$ cat src/rtl/tx_secuenciador_pkg.sv
`default_nettype none
// ============================================================================
// Module      : tx_secuenciador_pkg
// Description : Shared state encoding, symbol constants and sizing helper
//               for the transmit-chain sequencer.
// Revision    : 1.0 - initial release
// ============================================================================
package tx_secuenciador_pkg;

    typedef enum logic [2:0] {
        ST_RST      = 3'd0,
        ST_PLL_WAIT = 3'd1,
        ST_PS_WAIT  = 3'd2,
        ST_TRAIN    = 3'd3,
        ST_IDLE     = 3'd4,
        ST_DATA     = 3'd5,
        ST_SKP      = 3'd6
    } state_t;

    localparam logic [7:0] c_COM = 8'hBC;
    localparam logic [7:0] c_SKP = 8'h1C;
    localparam logic [7:0] c_IDL = 8'h00;

    // COM followed by three SKP symbols
    localparam int c_SKP_LEN = 4;

    function automatic int clog2_min1(input int n);
        return (n > 1) ? $clog2(n) : 1;
    endfunction

endpackage
`default_nettype wire

$ cat src/rtl/tx_skp_timer.sv
`default_nettype none
// ============================================================================
// Module      : tx_skp_timer
// Description : SKP ordered-set interval counter with expiry flag.
//               Compiled only when SKP_INSERT_EN is defined.
// Revision    : 1.0 - initial release
// ============================================================================
`ifdef SKP_INSERT_EN
module tx_skp_timer #(
    parameter int SKP_INTERVAL = 64
) (
    input  logic clk,
    input  logic rst,
    input  logic i_count_en,
    input  logic i_restart,
    output logic o_expire
);

    localparam int c_W = (SKP_INTERVAL > 1) ? $clog2(SKP_INTERVAL) : 1;
    localparam logic [c_W-1:0] c_LAST = c_W'(SKP_INTERVAL - 1);

    logic [c_W-1:0] r_cnt;

    // Saturates at the last value so a late consumer still sees expiry
    always_ff @(posedge clk) begin
        if (rst || i_restart) begin
            r_cnt <= '0;
        end else if (i_count_en && (r_cnt != c_LAST)) begin
            r_cnt <= r_cnt + 1'b1;
        end
    end

    assign o_expire = (r_cnt == c_LAST);

endmodule
`endif
`default_nettype wire

$ cat src/rtl/tx_secuenciador.sv
`default_nettype none
// ============================================================================
// Module      : tx_secuenciador
// Description : Transmit-chain sequencer: PLL/shifter bring-up, COM training,
//               payload gating. Define SKP_INSERT_EN for periodic SKP sets.
// Revision    : 1.0 - initial release
// ============================================================================
module tx_secuenciador
    import tx_secuenciador_pkg::*;
#(
    parameter int PLL_LOCK_CYC = 16,
    parameter int PS_WAIT_CYC  = 4,
    parameter int TRAIN_LEN    = 8,
    parameter int SKP_INTERVAL = 64
) (
    input  logic       CLK,
    input  logic       RESET,
    input  logic       DATA_VALID,
    output logic       TX_READY,
    output logic       RESET_PLL,
    output logic       RESET_PS,
    output logic       ENB_CONV,
    output logic       K,
    output logic       SYM_SEL,
    output logic [7:0] SYM,
    output logic       LINK_UP
);

    localparam int c_W_PLL = clog2_min1(PLL_LOCK_CYC);
    localparam int c_W_PS  = clog2_min1(PS_WAIT_CYC);
    localparam int c_W_TRN = clog2_min1(TRAIN_LEN);
    localparam int c_W_SKP = clog2_min1(c_SKP_LEN);
    localparam int c_W_A   = (c_W_PLL > c_W_PS)  ? c_W_PLL : c_W_PS;
    localparam int c_W_B   = (c_W_TRN > c_W_SKP) ? c_W_TRN : c_W_SKP;
    localparam int c_CNT_W = (c_W_A > c_W_B) ? c_W_A : c_W_B;

    localparam logic [c_CNT_W-1:0] c_PLL_LAST = c_CNT_W'(PLL_LOCK_CYC - 1);
    localparam logic [c_CNT_W-1:0] c_PS_LAST  = c_CNT_W'(PS_WAIT_CYC - 1);
    localparam logic [c_CNT_W-1:0] c_TRN_LAST = c_CNT_W'(TRAIN_LEN - 1);
    localparam logic [c_CNT_W-1:0] c_SKP_LAST = c_CNT_W'(c_SKP_LEN - 1);

    state_t             r_state;
    state_t             w_next;
    logic [c_CNT_W-1:0] r_cnt;
    logic               w_counting;

    logic       r_tx_ready;
    logic       r_reset_pll;
    logic       r_reset_ps;
    logic       r_enb_conv;
    logic       r_k;
    logic       r_sym_sel;
    logic [7:0] r_sym;
    logic       r_link_up;

`ifdef SKP_INSERT_EN
    logic w_skp_due;

    tx_skp_timer #(
        .SKP_INTERVAL (SKP_INTERVAL)
    ) u_skp_timer (
        .clk        (CLK),
        .rst        (RESET),
        .i_count_en (r_link_up && (r_state != ST_SKP)),
        .i_restart  ((w_next == ST_SKP) && (r_state != ST_SKP)),
        .o_expire   (w_skp_due)
    );
`endif

    always_comb begin
        w_next = r_state;
        case (r_state)
            ST_RST:      w_next = ST_PLL_WAIT;
            ST_PLL_WAIT: if (r_cnt == c_PLL_LAST) w_next = ST_PS_WAIT;
            ST_PS_WAIT:  if (r_cnt == c_PS_LAST)  w_next = ST_TRAIN;
            ST_TRAIN:    if (r_cnt == c_TRN_LAST) w_next = ST_IDLE;
            ST_IDLE: begin
`ifdef SKP_INSERT_EN
                if (w_skp_due) w_next = ST_SKP;
                else
`endif
                if (DATA_VALID) w_next = ST_DATA;
            end
            ST_DATA: begin
`ifdef SKP_INSERT_EN
                if (w_skp_due) w_next = ST_SKP;
                else
`endif
                if (!DATA_VALID) w_next = ST_IDLE;
            end
`ifdef SKP_INSERT_EN
            ST_SKP: if (r_cnt == c_SKP_LAST) w_next = DATA_VALID ? ST_DATA : ST_IDLE;
`endif
            default:     w_next = ST_RST;
        endcase
    end

    assign w_counting = (r_state inside {ST_PLL_WAIT, ST_PS_WAIT, ST_TRAIN, ST_SKP});

    // Outputs decode the state being entered, so they change on the entry edge
    always_ff @(posedge CLK) begin
        if (RESET) begin
            r_state     <= ST_RST;
            r_cnt       <= '0;
            r_tx_ready  <= 1'b0;
            r_reset_pll <= 1'b1;
            r_reset_ps  <= 1'b1;
            r_enb_conv  <= 1'b0;
            r_k         <= 1'b0;
            r_sym_sel   <= 1'b1;
            r_sym       <= c_IDL;
            r_link_up   <= 1'b0;
        end else begin
            r_state <= w_next;
            if (w_next != r_state) begin
                r_cnt <= '0;
            end else if (w_counting) begin
                r_cnt <= r_cnt + 1'b1;
            end

            r_reset_pll <= (w_next == ST_RST);
            r_reset_ps  <= (w_next inside {ST_RST, ST_PLL_WAIT});
            r_enb_conv  <= (w_next == ST_DATA);
            r_k         <= (w_next inside {ST_TRAIN, ST_SKP});
            r_sym_sel   <= (w_next != ST_DATA);
            r_tx_ready  <= (w_next inside {ST_IDLE, ST_DATA});
            r_link_up   <= r_link_up || (w_next == ST_IDLE);

            case (w_next)
                ST_TRAIN: r_sym <= c_COM;
                ST_SKP:   r_sym <= (r_state != ST_SKP) ? c_COM : c_SKP;
                default:  r_sym <= c_IDL;
            endcase
        end
    end

    assign TX_READY  = r_tx_ready;
    assign RESET_PLL = r_reset_pll;
    assign RESET_PS  = r_reset_ps;
    assign ENB_CONV  = r_enb_conv;
    assign K         = r_k;
    assign SYM_SEL   = r_sym_sel;
    assign SYM       = r_sym;
    assign LINK_UP   = r_link_up;

endmodule
`default_nettype wire

$ cat config.mk
export PLATFORM = sky130hd
export DESIGN_NAME = tx_secuenciador
export DESIGN_NICKNAME = d
export VERILOG_FILES = /design/src/rtl/tx_secuenciador_pkg.sv /design/src/rtl/tx_skp_timer.sv /design/src/rtl/tx_secuenciador.sv
export SDC_FILE = /design/constraint.sdc
export NUM_CORES = 1
export LEC_CHECK = 0
export CAP_MARGIN = 40
export CORE_UTILIZATION = 50
export CTS_BUF_LIST = sky130_fd_sc_hd__clkbuf_4 sky130_fd_sc_hd__clkbuf_8
export DETAILED_ROUTE_END_ITERATION = 10
export PLACE_DENSITY = 0.9
export SKIP_CTS_REPAIR_TIMING = 1
export SLEW_MARGIN = 10
export SYNTH_ARGS = -nofsm -noshare
export SYNTH_HDL_FRONTEND = slang
export SYNTH_SLANG_ARGS = --single-unit
export TNS_END_PERCENT = 20
$ cat constraint.sdc
create_clock -name CLK -period 4.5 [get_ports CLK]
set_input_delay 0.9 -clock CLK [delete_from_list [all_inputs] [get_ports CLK]]
set_output_delay 0.9 -clock CLK [all_outputs]
set_load 0.02 [all_outputs]
; After elaboration in Yosys (flattened, before gate mapping)
; Cells that the tools add are included.
[totals]
ff_bits = 22
in_bits = 3
output_inout_bits = 15
word_cells = 44
[op_classes]
add_sub_neg = 1
eq_ne = 17
mux = 8
n_reduce_logical = 8
[ops]
columns = cell, count
row1 = == test 3 bit (second input constant), 6
row2 = case mux 3 bit (6 select lines), 1
row3 = case mux 8 bit (2 select lines), 1
row4 = 2-to-1 mux 3 bit, 5
row5 = == test 3 x 2 -> 1 bit (second input constant), 3
row6 = 2-to-1 mux 8 bit, 1
row7 = == test 3 x 1 -> 1 bit (second input constant), 2
row8 = logical NOT 3 bit, 2
row9 = inequality test 3 bit (second input constant), 2
row10 = nonzero test 2 bit, 3
row11 = adder 4 x 1 -> 4 bit (second input constant), 1
row12 = == test 4 x 2 -> 1 bit (second input constant), 1
row13 = == test 4 x 3 -> 1 bit (second input constant), 1
row14 = == test 4 bit (second input constant), 1
row15 = nonzero test 4 bit, 1
row16 = inequality test 3 bit, 1
row17 = OR reduction 2 bit, 1
row18 = logical OR 1 bit, 1

; Logic depth before layout (Yosys ltp)
[depth]
ltp_word = 5
mapped_depth = 5
ltp_nobuf = 5

; Least setup slack after synthesis
; OpenSTA, ideal clock, no wires.
[synth_path]
path_type = register to register
start = register r_cnt[0]
end = register r_link_up (netlist: LINK_UP)
setup_ps = 117
arrival_time_ps = 1539
required_time_ps = 4383
setup_slack_ps = 2844
path_stages_with_launch = 6
n_path_buf = 0
period_less_slack_ps = 1656
path_cell_list = dfxtp_1 > ha_1 > or3b_1 > a211o_1 > and3_4 > a22o_1
[synth_via]
elab_chain_len = 5
word_cells_on_any_way = 9
classes_between = eq/ne: 4 / mux: 4 / reduce/logical: 1
[synth_lines]
columns = element, line_no
row1 = "start, declared", tx_secuenciador.sv:44  ; logic [c_CNT_W-1:0] r_cnt;
row2 = "start signal, assigned", tx_secuenciador.sv:118  ; r_cnt <= r_cnt + 1'b1;
row3 = == test 4 x 3 -> 1 bit (tied with other cells), tx_secuenciador.sv:76  ; ST_TRAIN: if (r_cnt == c_TRN_LAST) w_next = ST_IDLE;
row4 = "2-to-1 mux 3 bit, on equally long branches", "tx_secuenciador.sv:76, tx_secuenciador.sv:74, tx_secuenciador.sv:75"
row5 = case mux 3 bit (6 select lines) *, tx_secuenciador.sv:72  ; case (r_state)
row6 = == test 3 bit *, tx_secuenciador.sv:127  ; r_link_up <= r_link_up || (w_next == ST_IDLE);
row7 = logical OR 1 bit *, tx_secuenciador.sv:127
row8 = "end signal, assigned", tx_secuenciador.sv:127
row9 = "end, declared", tx_secuenciador.sv:54  ; logic r_link_up;
; Every way passes the cells marked *; elsewhere a longest branch is shown, timed or not.
; A chain may end at the register's enable or synchronous reset.

==> impl_metrics.env <==
export IMPL_slowest_delay_ns=0.62
export IMPL_critPathTopFamily="buffers and inverters"
export IMPL_fillCellCount=89
export IMPL_placedInstanceArea_sq_um=763
export IMPL_ir_drop_mv=0.225
export IMPL_path_cells="clkdlybuf4s50_1"
export IMPL_period_share=0.482
export IMPL_fin_tns_setup_ns=0
export IMPL_die_area_sq_um=1470
export IMPL_worstPathRequired_ns=3.60
export IMPL_multi_input_area_sq_um=302
export IMPL_grt_pass1_vias=414
export IMPL_cts_buffer_depth=2
export IMPL_path_buf_inv=1
export IMPL_synth_area_sq_um=658
export IMPL_die_w_um=38.3
export IMPL_route_detailed_drc=0
export IMPL_slowest_stage="clkdlybuf4s50_1"
export IMPL_critPathKind="flop to output port"
export IMPL_p_leak_nw=0.299
export IMPL_post_route_cell_area_sq_um=793
export IMPL_portBuffers=14
export IMPL_die_h_um=38.3
export IMPL_synth_compound_area_frac=0.114
export IMPL_ios=18
export IMPL_overflow=0
export IMPL_path_clk_slew_ns=0.08
export IMPL_grt_pass1_wl_um=1790
export IMPL_drv_slew=0
export IMPL_std_cell_rows=12
export IMPL_cts_buffers=3
export IMPL_start_util=0.562
export IMPL_rsz0062_at_grt="false"
export IMPL_layout_common_cells="dfxtp_1, clkdlybuf4s50_1, nor2_1"
export IMPL_synth_cell_types=27
export IMPL_max_cap_viol_count=0
export IMPL_cp_arrival_ns=1.27
export IMPL_setup_violations_final=0
export IMPL_power_density_nw_per_um2=293
export IMPL_hold_viol_final=0
export IMPL_synth_fa_ha_area_frac=0.0190
export IMPL_root_buffer="clkbuf_4"
export IMPL_ys_ff_latch=15
export IMPL_fin_crit_ns=2.17
export IMPL_hold_class="flop to flop"
export IMPL_register_area_sq_um=300
export IMPL_avgViaCountPerCell=5.17
export IMPL_drtPass1Iterations=4
export IMPL_num_antenna_cells=0
export IMPL_gp_congestion=0.781
export IMPL_first_iter_violations=26
export IMPL_h_tree_depth=1
export IMPL_postRouteAntennaNets=0
export IMPL_syn_area_per_cell_sq_um=9.40
export IMPL_grt_usage=0.197
export IMPL_dr_total_vias=496
export IMPL_wl_um=1130
export IMPL_synth_cells=70
export IMPL_core_area_sq_um=1170
export IMPL_clk_latency_ns=0.28
export IMPL_fin_skew_ns=0.00485
export IMPL_mostFrequentLayoutCell="dfxtp_1"
export IMPL_nets=87
export IMPL_cp_end_kind="output port"
export IMPL_yosysWarnings=0
export IMPL_drive_gt1_frac=0.0732
export IMPL_area_growth_pct=20.5
export IMPL_wire_per_inst_um=11.8
export IMPL_grt_antenna_before_repair=0
export IMPL_synthMuxAreaShare=0.0152
export IMPL_timing_fmax_mhz=461
export IMPL_ys_seq_area_frac=0.456
export IMPL_synth_top_family_by_area="simple AND/OR/NAND/NOR gates"
export IMPL_crit_path_start_kind="flop"
export IMPL_cp_max_fo=4
export IMPL_cts_tree="built"
export IMPL_yosys_area_share_simple=0.226
export IMPL_synth_xor_area_frac=0.0665
export IMPL_status="completed"
export IMPL_grt_max_degree=11
export IMPL_cts_sinks=15
[layer usage]
metal  share of wire  global-route usage
met2            0.48               0.280
met5               0                   0
met3           0.048              0.0698
met1            0.44               0.221
met4           0.034               0.196
[cells in the mapped netlist]
library cell / instances / share of area
dfxtp_1: 15 / 0.46
buf_4: 8 / 0.091
nor2_1: 6 / 0.034
nand2_1: 5 / 0.029
and2_1: 3 / 0.029
nor2b_1: 3 / 0.029
o21ai_0: 3 / 0.023
xor2_1: 3 / 0.040
a21oi_1: 2 / 0.015
nand3_1: 2 / 0.015
nand4_1: 2 / 0.019
o2111ai_1: 2 / 0.027
xnor2_1: 2 / 0.027
a211o_1: 1 / 0.013
a211oi_1: 1 / 0.011
a21o_1: 1 / 0.011
a22o_1: 1 / 0.013
and3_4: 1 / 0.017
conb_1: 1 / 0.0057
ha_1: 1 / 0.019
inv_1: 1 / 0.0057
mux2i_1: 1 / 0.015
nand2b_1: 1 / 0.0095
nand3b_1: 1 / 0.011
or2_2: 1 / 0.0095
or2b_1: 1 / 0.011
or3b_1: 1 / 0.013
[power breakdown]
group	internal, mW	leakage, nW	switching (mW)
combinational	0.00727	0.159	0.00967
clock	0.0404	0.0184	0.0390
sequential	0.134	0.122	0.00182
[registers in the layout (all words and copies together), names as in the netlist]
name / count
r_cnt: 4
r_state: 3
SYM: 2
ENB_CONV: 1
LINK_UP: 1
RESET_PLL: 1
RESET_PS: 1
SYM_SEL: 1
TX_READY: 1
[logic make-up after synthesis]
family	Yosys count
XOR/XNOR	5
flip-flops	15
adder cells (fa/ha/maj)	1
multiplexers	1
buffers and inverters	9
other	1
AO/OA/AOI/OAI	11
AND/OR/NAND/NOR	27
[worst paths after layout]
check	slack, ns	depth (start not counted)	endpoint	from
setup / recovery	2.33	1	SYM[3]	SYM[4]$_SDFF_PP0_
hold / removal	0.49	1	LINK_UP$_SDFF_PP0_	LINK_UP$_SDFF_PP0_
setup reg to reg	2.72	5	LINK_UP$_SDFF_PP0_	r_cnt[0]$_SDFFE_PP0P_
hold reg to reg	0.49	1	LINK_UP$_SDFF_PP0_	LINK_UP$_SDFF_PP0_
[area by class of cell]
| type | instances | area share |
|---|---|---|
| Multi-Input combinational cell | 48 | 0.380 |
| Sequential cell | 15 | 0.379 |
| Timing Repair Buffer | 14 | 0.177 |
| Clock buffer | 4 | 0.0379 |
| Tap cell | 14 | 0.0221 |
| Inverter | 1 | 0.00473 |
[stage by stage]
stage / utilization / cells / total power [mW] / hold WS, ns / setup WS, ns
floorplan: - / 72 / 0.153 / 0.488 / 2.84
global placement: 0.652 / 92 / 0.156 / 0.468 / 2.47
detailed placement: 0.652 / 92 / 0.156 / 0.463 / 2.41
CTS: 0.677 / 96 / 0.234 / 0.488 / 2.31
global route: 0.677 / 96 / 0.244 / 0.519 / 2.27
finish: 0.677 / 96 / 0.232 / 0.493 / 2.33
Note: power is estimated with default switching activity, not from simulation.
